File: config.mk
export PLATFORM = sky130hd
export DESIGN_NAME = bsg_tx_feeder_flat
export DESIGN_NICKNAME = d
export VERILOG_FILES = /design/src/rtl/bsg_tx_feeder_if.sv /design/src/rtl/bsg_tx_feeder.sv /design/src/flat_wrapper.sv
export SDC_FILE = /design/constraint.sdc
export NUM_CORES = 1
export LEC_CHECK = 0
export BUFFER_PORTS_ARGS = -buffer_cell sky130_fd_sc_hd__buf_2
export CORE_UTILIZATION = 60
export DETAILED_ROUTE_END_ITERATION = 8
export PLACE_DENSITY = 0.79
export SYNTH_ARGS = -nofsm -noshare
export SYNTH_HDL_FRONTEND = slang
export SYNTH_SLANG_ARGS = --single-unit
File: constraint.sdc
create_clock -name SYS_CLK -period 2.57 [get_ports SYS_CLK]
set_input_delay 0 -clock SYS_CLK [delete_from_list [all_inputs] [get_ports SYS_CLK]]
set_output_delay 0 -clock SYS_CLK [all_outputs]
set_load 0.02 [all_outputs]
File: src/rtl/bsg_tx_feeder_if.sv
// Register-write bus between the transmit feeder (master) and the BSG core (slave).
// A write completes on the cycle where bsg_valid and bsg_ready are both high.
interface bsg_tx_feeder_if;
  logic [7:0] bsg_addr;
  logic [7:0] bsg_data;
  logic       bsg_valid;
  logic       bsg_ready;

  modport master (
    output bsg_addr,
    output bsg_data,
    output bsg_valid,
    input  bsg_ready
  );

  modport slave (
    input  bsg_addr,
    input  bsg_data,
    input  bsg_valid,
    output bsg_ready
  );
endinterface

File: src/rtl/bsg_tx_feeder.sv
// Byte FIFO feeding the BSG transmitter: each pair is sent as DATA_0, DATA_1 and CONTROL=GO,
// then the feeder waits for BSG_INT (or a timeout) and acknowledges by clearing CONTROL.
module bsg_tx_feeder #(
  parameter int unsigned DEPTH      = 16,
  parameter logic [7:0]  ADDR_CTRL  = 8'h00,
  parameter logic [7:0]  ADDR_DATA0 = 8'h01,
  parameter logic [7:0]  ADDR_DATA1 = 8'h02,
  parameter logic [7:0]  PAD_BYTE   = 8'h00,
  parameter int unsigned PAD_WAIT   = 64,
  parameter int unsigned INT_WAIT   = 4096
) (
  input  logic                   SYS_CLK,
  input  logic                   SYS_RST,
  input  logic                   push,
  input  logic [7:0]             push_data,
  output logic                   full,
  output logic                   empty,
  output logic [$clog2(DEPTH):0] level,
  bsg_tx_feeder_if.master        bsg,
  input  logic                   bsg_int,
  output logic                   busy,
  output logic                   err_to,
  output logic [7:0]             pairs_sent
);

  localparam int unsigned PTR_W   = $clog2(DEPTH);
  localparam int unsigned LVL_W   = PTR_W + 1;
  localparam int unsigned CNT_MAX = (PAD_WAIT > INT_WAIT) ? PAD_WAIT : INT_WAIT;
  localparam int unsigned CNT_W   = $clog2(CNT_MAX + 1);
  localparam logic [7:0]  CTRL_GO  = 8'h03;
  localparam logic [7:0]  CTRL_ACK = 8'h00;

  typedef enum logic [2:0] {
    S_IDLE,
    S_LOAD0,
    S_LOAD1,
    S_START,
    S_WAIT_INT,
    S_ACK
  } state_e;

  // FIFO storage and occupancy
  logic [7:0]       mem_q [DEPTH];
  logic [PTR_W-1:0] wr_ptr_q, rd_ptr_q;
  logic [LVL_W-1:0] level_q, level_d;
  logic             full_q, empty_q;
  logic             do_push, pop;
  logic [7:0]       head;

  // FSM and bus registers
  state_e           state_q, state_d;
  logic             valid_q, valid_d;
  logic [7:0]       addr_q, addr_d;
  logic [7:0]       data_q, data_d;
  logic             pad_q, pad_d;
  logic [CNT_W-1:0] cnt_q, cnt_d;
  logic             err_q, err_d;
  logic [7:0]       pairs_q, pairs_d;
  logic             busy_q;
  logic             xfer;

  assign do_push = push && !full_q;
  assign head    = mem_q[rd_ptr_q];
  assign xfer    = valid_q && bsg.bsg_ready;

  always_comb begin
    level_d = level_q;
    if (do_push && !pop) begin
      level_d = level_q + LVL_W'(1);
    end else if (!do_push && pop) begin
      level_d = level_q - LVL_W'(1);
    end
  end

  always_ff @(posedge SYS_CLK) begin
    if (do_push) begin
      mem_q[wr_ptr_q] <= push_data;
    end
  end

  always_ff @(posedge SYS_CLK) begin
    if (SYS_RST) begin
      wr_ptr_q <= '0;
      rd_ptr_q <= '0;
      level_q  <= '0;
      full_q   <= 1'b0;
      empty_q  <= 1'b1;
    end else begin
      if (do_push) begin
        wr_ptr_q <= wr_ptr_q + PTR_W'(1);
      end
      if (pop) begin
        rd_ptr_q <= rd_ptr_q + PTR_W'(1);
      end
      level_q <= level_d;
      full_q  <= (level_d == LVL_W'(DEPTH));
      empty_q <= (level_d == '0);
    end
  end

  // Each state issues its write once valid is low; a pending write holds until ready.
  always_comb begin
    state_d = state_q;
    valid_d = valid_q && !bsg.bsg_ready;
    addr_d  = addr_q;
    data_d  = data_q;
    pad_d   = pad_q;
    cnt_d   = cnt_q;
    err_d   = err_q;
    pairs_d = pairs_q;
    pop     = 1'b0;
    case (state_q)
      S_IDLE: begin
        if (!empty_q) begin
          state_d = S_LOAD0;
          valid_d = 1'b1;
          addr_d  = ADDR_DATA0;
          data_d  = head;
        end
      end
      S_LOAD0: begin
        if (xfer) begin
          pop     = 1'b1;
          state_d = S_LOAD1;
          cnt_d   = '0;
        end
      end
      S_LOAD1: begin
        if (xfer) begin
          pop     = !pad_q;
          state_d = S_START;
        end else if (!valid_q) begin
          if (!empty_q) begin
            valid_d = 1'b1;
            addr_d  = ADDR_DATA1;
            data_d  = head;
            pad_d   = 1'b0;
            cnt_d   = '0;
          end else if (cnt_q >= CNT_W'(PAD_WAIT - 1)) begin
            valid_d = 1'b1;
            addr_d  = ADDR_DATA1;
            data_d  = PAD_BYTE;
            pad_d   = 1'b1;
            cnt_d   = CNT_W'(PAD_WAIT);
          end else begin
            cnt_d = cnt_q + CNT_W'(1);
          end
        end
      end
      S_START: begin
        if (xfer) begin
          state_d = S_WAIT_INT;
          cnt_d   = '0;
        end else if (!valid_q) begin
          valid_d = 1'b1;
          addr_d  = ADDR_CTRL;
          data_d  = CTRL_GO;
        end
      end
      S_WAIT_INT: begin
        if (bsg_int) begin
          state_d = S_ACK;
        end else if (cnt_q >= CNT_W'(INT_WAIT - 1)) begin
          err_d   = 1'b1;
          cnt_d   = CNT_W'(INT_WAIT);
          state_d = S_ACK;
        end else begin
          cnt_d = cnt_q + CNT_W'(1);
        end
      end
      S_ACK: begin
        if (xfer) begin
          pairs_d = pairs_q + 8'd1;
          state_d = S_IDLE;
        end else if (!valid_q) begin
          valid_d = 1'b1;
          addr_d  = ADDR_CTRL;
          data_d  = CTRL_ACK;
        end
      end
      default: begin
        state_d = S_IDLE;
        valid_d = 1'b0;
      end
    endcase
  end

  always_ff @(posedge SYS_CLK) begin
    if (SYS_RST) begin
      state_q <= S_IDLE;
      valid_q <= 1'b0;
      addr_q  <= '0;
      data_q  <= '0;
      pad_q   <= 1'b0;
      cnt_q   <= '0;
      err_q   <= 1'b0;
      pairs_q <= '0;
      busy_q  <= 1'b0;
    end else begin
      state_q <= state_d;
      valid_q <= valid_d;
      addr_q  <= addr_d;
      data_q  <= data_d;
      pad_q   <= pad_d;
      cnt_q   <= cnt_d;
      err_q   <= err_d;
      pairs_q <= pairs_d;
      busy_q  <= (state_d != S_IDLE);
    end
  end

  assign full          = full_q;
  assign empty         = empty_q;
  assign level         = level_q;
  assign bsg.bsg_valid = valid_q;
  assign bsg.bsg_addr  = addr_q;
  assign bsg.bsg_data  = data_q;
  assign busy          = busy_q;
  assign err_to        = err_q;
  assign pairs_sent    = pairs_q;

endmodule
File: src/flat_wrapper.sv
// flat-port wrapper written by rule: the top's interface ports become plain ports
module bsg_tx_feeder_flat 
#(
  parameter int unsigned DEPTH      = 16,
  parameter logic [7:0]  ADDR_CTRL  = 8'h00,
  parameter logic [7:0]  ADDR_DATA0 = 8'h01,
  parameter logic [7:0]  ADDR_DATA1 = 8'h02,
  parameter logic [7:0]  PAD_BYTE   = 8'h00,
  parameter int unsigned PAD_WAIT   = 64,
  parameter int unsigned INT_WAIT   = 4096
)
  (SYS_CLK, SYS_RST, push, push_data, full, empty, level, bsg_int, busy, err_to, pairs_sent, bsg_bsg_addr, bsg_bsg_data, bsg_bsg_valid, bsg_bsg_ready);
  bsg_tx_feeder_if bsg_i ();
  input  logic SYS_CLK;
  input  logic SYS_RST;
  input  logic push;
  input  logic [7:0] push_data;
  output logic full;
  output logic empty;
  output logic [$clog2(DEPTH):0] level;
  input  logic bsg_int;
  output logic busy;
  output logic err_to;
  output logic [7:0] pairs_sent;
  output wire logic [$bits(bsg_i.bsg_addr)-1:0] bsg_bsg_addr;
  output wire logic [$bits(bsg_i.bsg_data)-1:0] bsg_bsg_data;
  output wire logic [$bits(bsg_i.bsg_valid)-1:0] bsg_bsg_valid;
  input wire logic [$bits(bsg_i.bsg_ready)-1:0] bsg_bsg_ready;
  assign bsg_bsg_addr = bsg_i.bsg_addr;
  assign bsg_bsg_data = bsg_i.bsg_data;
  assign bsg_bsg_valid = bsg_i.bsg_valid;
  assign bsg_i.bsg_ready = bsg_bsg_ready;
  bsg_tx_feeder #(.DEPTH(DEPTH), .ADDR_CTRL(ADDR_CTRL), .ADDR_DATA0(ADDR_DATA0), .ADDR_DATA1(ADDR_DATA1), .PAD_BYTE(PAD_BYTE), .PAD_WAIT(PAD_WAIT), .INT_WAIT(INT_WAIT)) u_core (.SYS_CLK(SYS_CLK), .SYS_RST(SYS_RST), .push(push), .push_data(push_data), .full(full), .empty(empty), .level(level), .bsg(bsg_i), .bsg_int(bsg_int), .busy(busy), .err_to(err_to), .pairs_sent(pairs_sent));
endmodule
Word level (Yosys, flattened, before mapping)
Memory sizes are Yosys's and may differ from the RTL's. A register that Yosys moved wholly into a read port is not among the register bits.
Cells that the tools add are included.
- muxes and demuxes: 51
- equal/unequal tests: 19
- $add $sub $neg: 6
- bitwise gates (word level): 3
- reductions and logical operators: 25
- $lt $le $gt $ge: 2
- operator list (operator ; count):
    $mux 8 ; 14
    $mux 13 ; 7
    $pmux 13 s3 ; 1
    $pmux 8 s4 ; 1
    $pmux 8 s3 ; 1
    $ne 2x2->1 const B ; 11
    $mux 3 ; 7
    $pmux 3 s6 ; 1
    $add 13x1->13 const B ; 1
    $ge 13x12->1 const B ; 1
    $ge 13x6->1 const B ; 1
    $mux 1 ; 13
    $mux 5 ; 2
    $reduce_and 9->1 ; 1
    $reduce_bool 3->1 ; 3
    $add 4x1->4 const B ; 2
    $add 8x1->8 const B ; 1
    $mux 4 ; 2
    $reduce_and 7->1 ; 1
    $eq 3x2->1 const B ; 2
    $eq 3x3->1 const B ; 2
    $reduce_or 2->1 ; 3
    $add 5x1->5 const B ; 1
    $eq 5x5->1 const B ; 1
    other kinds (16) ; 26
- flip-flop bits (word level): 59
- output and inout port bits: 34
- RAM bits: 128
- memories kept: 1
- input port bits: 13
- memory list (name ; depth ; width ; rd ports ; clocked after memory_dff ; write ports ; line ; RTL):
    u_core.mem_q ; 16 ; 8 ; 1 ; 1 ; 1 ; bsg_tx_feeder.sv:43 ; logic [7:0] mem_q [DEPTH];

Logic depth before layout (Yosys ltp)
Gate-level depths: netlist of the first run.
- depth in word-level cells: 7
- mapped depth: 8
- mapped depth without buffers: 6

Least setup slack after synthesis of the first run
Ideal clock, no wire load.
- path kind: reg2reg
- from: reg u_core.full_q (netlist: u_core.full)
- to: mem u_core.mem_q[3][0] (enable)
- stages on the path, launching flop included: 5
- data arrival time: 1862 ps
- path buffers: 1
- path slack: 325 ps
- path through: dfxtp_1 nor2b_1 clkbuf_1 nand2_1 nor3_1
- word-level cells in the longest chain between the ends: 4
- RTL lines (element ; line ; RTL):
    start: declaration ; bsg_tx_feeder.sv:46 ; logic full_q, empty_q;
    start signal: assignment ; bsg_tx_feeder.sv:96 ; full_q <= (level_d == LVL_W'(DEPTH));
    $logic_not 1->1 ; bsg_tx_feeder.sv:62 ; assign do_push = push && !full_q;
    $logic_and 1x1->1 ; bsg_tx_feeder.sv:62 ;
    $mux 1 ; bsg_tx_feeder.sv:76 ; if (do_push) begin
    $mux 1 (implied by the code) ; bsg_tx_feeder.sv:77 ; mem_q[wr_ptr_q] <= push_data;
    end: declaration ; bsg_tx_feeder.sv:43 ;
Every way passes these cells.

Final worst setup path of the first run
- from: reg u_core.state_q[2]
- to: reg u_core.cnt_q[9]
- word-level cells in the longest chain between the ends: 4
- RTL lines (element ; line ; RTL):
    start: declaration ; bsg_tx_feeder.sv:51 ; state_e state_q, state_d;
    start signal: assignment ; bsg_tx_feeder.sv:200 ; state_q <= state_d;
    $eq 3x1->1 / $eq 3x2->1 (equally long branches) ; bsg_tx_feeder.sv:112 ; case (state_q)
    $reduce_or 2->1 (no line) ; n/a ;
    $ne 2x1->1 (no line) / $reduce_bool 3->1 (equally long branches) ; n/a ;
    $reduce_and 5->1 (no line) ; n/a ;
    end signal: assignment ; bsg_tx_feeder.sv:205 ; cnt_q <= cnt_d;
    end: declaration ; bsg_tx_feeder.sv:56 ; logic [CNT_W-1:0] cnt_q, cnt_d;
Parallel ways exist; a longest one is shown, timed or not.
A chain may end at the register's enable or synchronous reset.

==> flow_summary.yaml, run 1 <==
die:
  design.die.area_um2: 13400
  chipWidth_um: 116
  core_um2: 12600
  fp-row-count: 41
  initial_utilization: 0.613
  die_h_um: 116
  io_pins: 47
setup_path:
  cp_cell_sequence: "nor3b_1, o21bai_1, a2111oi_0, xnor2_1, nor2_1"
  critPathTopFamily: "compound AO/OA/AOI/OAI gates"
  max_stage_delay_ps: 610
  ff2ff_path_depth: 5
  cp_slowest_cell: "a2111oi_0"
  regToRegSetupSlack_ps: 390
  crit_required_ps: 2890
  worst_setup_path_end_kind: "flip-flop"
  path_max_fanout: 21
  critical_path.startpoint: "u_core.state_q[2]"
  critical_path_buf_inv_count: 0
  crit_arrival_ps: 2500
  rr_startpoint: "u_core.state_q[2]"
  crit_type: "reg2reg"
  critPathLaunchType: "flip-flop"
  timing.rr.end: "u_core.cnt_q[9]"
route:
  dr_total_vias: 4673
  viasPerCell: 5.97
  ant_nets: 0
  drtIter0Drc: 581
  dr.pass1.iters: 6
  drt_wl_total_um: 15500
  wl_per_cell_um: 19.8
  drc: 0
timing:
  slew_headroom: 0.428
  fin_ws_ps: 392
  period_needed_ps: 2180
  setup_tns_ps: 0
  tightest_slew_ps: 855
  slew_violations: 0
  finalCritPeriodShare: 0.847
  hold_viol: 0
  finalSetupViolCount: 0
  max_freq_mhz: 459
  rsz0062_at_grt: "false"
  fin_skew_ps: 6.56
clock_tree:
  clkTransAtPathRegs_ps: 70
  cts_tree: "built"
  cts_root_buffer: "clkbuf_16"
  cts_buffer_depth: 2
  clkLatencyLatePin_ps: 430
  cts_resized: 0
  cts_max_level: 4
  cts.sinks: 185
  numCtsBuffers: 17
synth:
  yosysWarnings: 0
  avgSynthCellArea_um2: 14.6
  ys_ff_latch: 185
  ys.flop_type: "edfxtp_1"
  netlist_area_um2: 7740
  async_flop_share: 0
  synth_edf_count: 128
  synth-seq-area-share: 0.644
  ys_types: 61
  synth_cells: 529
power:
  seqPwrFrac: 0.510
  vdd_drop_max_v: 0.000625
  clkPwrFrac: 0.410
  p_comb_frac: 0.080
  sw_frac_of_total: 0.240
  p_int_w: 0.00494
  power_leakage_nw: 3.04
  switching_power_w: 0.00156
  power_density_nw_per_um2: 728
finish:
  drive_gt1_frac: 0.237
  fin_cells: 783
  final_util: 0.707
  area_delta_synth_final_pct: 15.4
  n_antenna_cell: 0
  fillCellCount: 828
  nets: 620
worst_hold_path:
  min_path_type: "in2reg"
  holdCritStartpoint: "bsg_bsg_ready"
  min_to: "u_core.bsg.bsg_valid"
  min_path_cells: 4
placed_design:
  pre_cts_slack_ps: 428
  place.gp.congestion: 0.889
  dpl.hpwl_um: 10300
  dp_cells: 740
  io_buffers: 40
global_route:
  grt_pass1_vias: 4486
  grt_usage: 0.251
  gr-total-overflow: 0
  grt_pass1_wl_um: 24400
  antenna_found_initial: 0
  grt_max_degree: 33
job:
  drv_cap: 0
run_status:
  status: "finished, final reports clean"
==> state kept, by name (all words and copies together), names as in the netlist, named ones only <==
signal,count
u_core.bsg.bsg_addr,2
u_core.bsg.bsg_data,8
u_core.bsg.bsg_valid,1
u_core.busy,1
u_core.cnt_q,13
u_core.empty,1
u_core.err_to,1
u_core.full,1
u_core.level,5
u_core.mem_q,128
u_core.pad_q,1
u_core.pairs_sent,8
u_core.rd_ptr_q,4
u_core.state_q,3
u_core.wr_ptr_q,4
==> metrics by stage <==
stage	cell area (um^2)	hold slack [ps]	total power, W
global placement	8210	313	0.00386
floorplan	7750	77.9	0.00371
detailed placement	8210	328	0.00388
global route	8930	88.7	0.00669
finish	8930	55.2	0.00650
CTS	8930	52.2	0.00652
==> cell type report <==
type | instances | area [um^2] | share of cell area
clock inverter | 15 | 178 | 0.0199
sequential | 185 | 4990 | 0.559
inverter | 13 | 48.8 | 0.00547
tap | 172 | 215 | 0.0241
clock buffer | 17 | 425 | 0.0477
timing repair buffer | 76 | 510 | 0.0572
multi-input combinational | 305 | 2560 | 0.287
==> layout by cell type (no fill, tap or decap), types with 3 or more instances in the layout <==
master	n
a2111oi_0	3
a211oi_1	8
a21oi_1	15
a221oi_1	4
a22o_1	6
and2_1	3
and3_1	7
buf_2	40
buf_4	24
clkbuf_16	17
clkinvlp_4	3
conb_1	6
dfxtp_1	56
dlygate4sd3_1	11
edfxtp_1	128
ha_1	9
inv_1	13
inv_6	7
inv_8	3
mux4_2	38
nand2_1	24
nand2b_1	7
nand3_1	9
nand3b_1	5
nand4_1	8
nor2_1	60
nor2b_1	5
nor3_1	13
o211ai_1	6
o21ai_0	5
xnor2_1	9
xor2_1	17
==> synthesized netlist by cell type (2+ instances only) <==
master	count	area share
and2_1	3	0.0024
nor3_1	13	0.0084
buf_4	6	0.0058
nor2_1	60	0.029
mux2_2	2	0.0029
o2111ai_1	2	0.0023
clkbuf_1	17	0.0082
a221oi_1	4	0.0045
nand2_1	24	0.012
nand3_1	9	0.0058
and3_1	7	0.0057
buf_2	3	0.0019
nand2b_1	7	0.0057
nor2b_1	5	0.0040
ha_1	9	0.015
dfxtp_1	57	0.15
and4_1	2	0.0023
buf_1	2	0.00097
nand3b_1	5	0.0049
buf_6	2	0.0029
a211oi_1	8	0.0078
a2111oi_4	2	0.0071
mux2i_1	2	0.0026
nor3b_1	2	0.0019
a211o_1	2	0.0023
mux4_2	38	0.11
a2111oi_0	3	0.0034
o21bai_1	2	0.0019
xnor2_1	9	0.010
o211ai_1	6	0.0058
edfxtp_1	128	0.50
a22o_1	6	0.0068
o21ai_0	5	0.0032
xor2_1	17	0.019
a21oi_1	15	0.0097
inv_1	13	0.0063
nand4_1	8	0.0065
==> how the worst max path moves through the flow <==
stage / endpoint / slack, ps / cells past startpoint
finish: u_core.cnt_q[9] / 390 / 5
global route: u_core.cnt_q[9] / 180 / 5
CTS: u_core.bsg.bsg_data[7] / 430 / 4
detailed placement: u_core.bsg.bsg_data[7] / 430 / 4
global placement: u_core.bsg.bsg_data[3] / 480 / 4
floorplan: u_core.mem_q[3][0] / 320 / 4
==> cells by family after synthesis <==
| logic type | Yosys count | share of synthesized area |
|---|---|---|
| compound gates | 71 | 0.0734 |
| xor+xnor | 26 | 0.0294 |
| fa+ha+maj | 9 | 0.0146 |
| buf+inv | 44 | 0.0268 |
| flops | 185 | 0.644 |
| mux | 42 | 0.116 |
| other cells | 1 | 0.000485 |
| simple gates | 151 | 0.0948 |
==> power groups by stage <==
stage | sequential [W] | clock, W | combinational [W]
floorplan | 0.00340 | 0 | 0.000311
global placement | 0.00337 | 0 | 0.000484
detailed placement | 0.00338 | 0 | 0.000501
CTS | 0.00331 | 0.00268 | 0.000520
global route | 0.00332 | 0.00280 | 0.000568
finish | 0.00331 | 0.00266 | 0.000521
==> worst reg2reg max path: cells and delay by family, from the launching register on <==
family,cells,cell delay (ps)
AO/OA/AOI/OAI,2,800
AND/OR/NAND/NOR,2,580
flip-flops,1,500
XOR/XNOR,1,200
==> repair_timing <==
item,4_1_cts,5_1_grt
hold buffers,11,0
setup endpoints to repair,0,0
hold endpoints to repair,137,0
setup buffers,0,0
==> metal layers <==
layer / routed length [um] / part of all wire / vias to the layer above / GRT usage
met5: 0 / 0 / - / 0
met4: 225 / 0.015 / 0 / 0.0900
met3: 756 / 0.049 / 23 / 0.0450
met2: 7740 / 0.50 / 170 / 0.413
met1: 6750 / 0.44 / 2324 / 0.340
li1: - / - / 2156 / -
Note: power is estimated with default switching activity, not from simulation.
==> run 2: changes to the inputs <==
- CORE_UTILIZATION: 60 -> 54
- PLACE_DENSITY: 0.79 -> 0.75
- clock period: 2.57 -> 1.85 ns (I/O delays scaled with it)
==> run 2 against run 1 <==
  * The flow now finishes with violations (negative setup slack)
  * Final cell count grew 6.5%
  * Via count grew 5.1%
  * Critical path type unchanged
  * First-iteration DRC count down 7.9%
  * Total power grew 38%
  * Register-to-register slack got worse by 490 ps
  * Die area rose by 11%
  * Fmax is 12% higher
  * Clock power grew 33%
  * Clock skew is 5.7 ps higher
  * Design area is 6.2% higher
==> flow_summary.yaml, run 2 (synthesis results as in run 1) <==
setup_path:
  crit_arrival_ps: 2310
  max_stage_delay_ps: 430
  path_max_fanout: 5
  cpMostUsedCell: "a2111oi_4"
  cp_slowest_cell: "or3b_4"
  worst_setup_path_end_kind: "flip-flop"
  crit_type: "reg2reg"
  critPathLaunchType: "flip-flop"
  critical_path.startpoint: "u_core.state_q[1]"
  rr_startpoint: "u_core.state_q[1]"
  cp_cell_sequence: "or3b_4, a2111oi_4, a21oi_2, a2111oi_4, and4_1"
  crit_required_ps: 2210
finish:
  final_util: 0.680
  area_delta_synth_final_pct: 22.5
  largest-register: "u_core.mem_q"
  largestRegisters: "u_core.mem_q (128), u_core.cnt_q (13)"
  seq_area_um2: 4990
  multi_input_area_um2: 2730
  layout.cells.most_common_list: "edfxtp_1, buf_4, dfxtp_1, nor2_1, buf_2"
  nets: 663
  n_antenna_cell: 0
  largest_reg_flops: 128
  fillCellCount: 944
  layout_commonest_cell: "edfxtp_1"
  fin_cells: 834
  drive_gt1_frac: 0.341
route:
  dr_total_vias: 4911
  drc: 0
  viasPerCell: 5.89
  drtIter0Drc: 535
  dr.pass1.iters: 5
  ant_nets: 0
  wl_per_cell_um: 20.6
  drt_wl_total_um: 17100
global_route:
  gr-total-overflow: 0
  grt_usage: 0.246
  grt_pass1_vias: 4805
  grt_max_degree: 33
  antenna_found_initial: 0
  grt_pass1_wl_um: 26200
die:
  design.die.area_um2: 14800
  core_um2: 13900
  chipWidth_um: 122
  io_pins: 47
  die_h_um: 122
  initial_utilization: 0.555
  fp-row-count: 43
timing:
  period_needed_ps: 1950
  finalSetupViolCount: 8
  fin_ws_ps: -102
  max_freq_mhz: 512
  finalCritPeriodShare: 1.06
  slew_violations: 0
  fin_skew_ps: 12.3
  rsz0062_at_grt: "true"
  hold_viol: 0
run_status:
  status: "finished, violations left"
  violations: "negative setup slack"
clock_tree:
  cts_tree: "built"
  cts_max_level: 4
  cts.sinks: 185
  numCtsBuffers: 17
  clkTransAtPathRegs_ps: 70
  cts_buffer_depth: 2
  clkLatencyLatePin_ps: 430
  cts_root_buffer: "clkbuf_16"
worst_hold_path:
  holdCritStartpoint: "SYS_RST"
  min_path_type: "in2reg"
power:
  power_w: 0.00898
  sw_frac_of_total: 0.243
  p_comb_frac: 0.095
  power_leakage_nw: 3.34
  clkPwrFrac: 0.393
  seqPwrFrac: 0.512
  switching_power_w: 0.00218
  power_density_nw_per_um2: 947
  p_int_w: 0.00679
  vdd_drop_max_v: 0.000969
placed_design:
  pre_cts_slack_ps: -94.5
  dp_cells: 785
  io_buffers: 40
  dpl.hpwl_um: 10800
  place.gp.congestion: 0.932
job:
  drv_cap: 0
-- run 2: per-layer routing --
layer	global-route usage	part of all wire	vias up
met5	0	0	-
met4	0.0764	0.017	0
met3	0.0562	0.059	24
met2	0.416	0.51	186
met1	0.317	0.41	2462
li1	-	-	2239
-- run 2: repair_timing --
| item | in CTS | in global routing |
|---|---|---|
| buffers inserted | 1 | 3 |
| setup endpoints to repair | 22 | 32 |
| pin swaps | 8 | 7 |
| cloned | 2 | 0 |
| hold buffers | 11 | 0 |
| gates resized for setup | 14 | 15 |
| endpoints found under the hold margin | 133 | 0 |
-- run 2: area by class of cell --
class                   instances  share of cell area
clock inverters                15              0.0164
inverters                      13             0.00515
well taps                     180              0.0238
multi-input cells             305               0.288
repair buffers                119              0.0943
flip-flops and latches        185               0.527
clock buffers                  17              0.0449
-- run 2: power groups by stage --
stage | Combinational, W | Clock, W | Sequential [W]
after detailed placement | 0.000780 | 0 | 0.00468
after CTS | 0.000824 | 0.00358 | 0.00459
after global routing | 0.000929 | 0.00373 | 0.00460
final | 0.000853 | 0.00353 | 0.00459
after global placement | 0.000759 | 0 | 0.00468
after floorplan | 0.000457 | 0 | 0.00472
-- run 2: final timing paths --
| path | to | slack [ps] | cells after the start |
|---|---|---|---|
| setup / recovery | u_core.full | -100 | 5 |
| hold reg to reg | u_core.err_to | 470 | 2 |
| hold / removal | u_core.bsg.bsg_valid | 30 | 2 |
| setup reg to reg | u_core.full | -100 | 5 |
-- run 2: through the flow --
| stage | hold slack, ps | cell area (um^2) | setup TNS (ps) |
|---|---|---|---|
| floorplan | 77.9 | 7900 | -135 |
| global placement | 360 | 8620 | -189 |
| detailed placement | 380 | 8620 | -443 |
| CTS | -2.46 | 9400 | -415 |
| global route | 26.8 | 9480 | -1300 |
| finish | 25.7 | 9480 | -385 |
-- run 2: worst max-delay path: cells and delay by family (launching register included) --
kind               cells  cell delay [ps]
and+or+nand+nor        2              660
AOI/OAI and AO/OA      3              890
DFF                    1              340
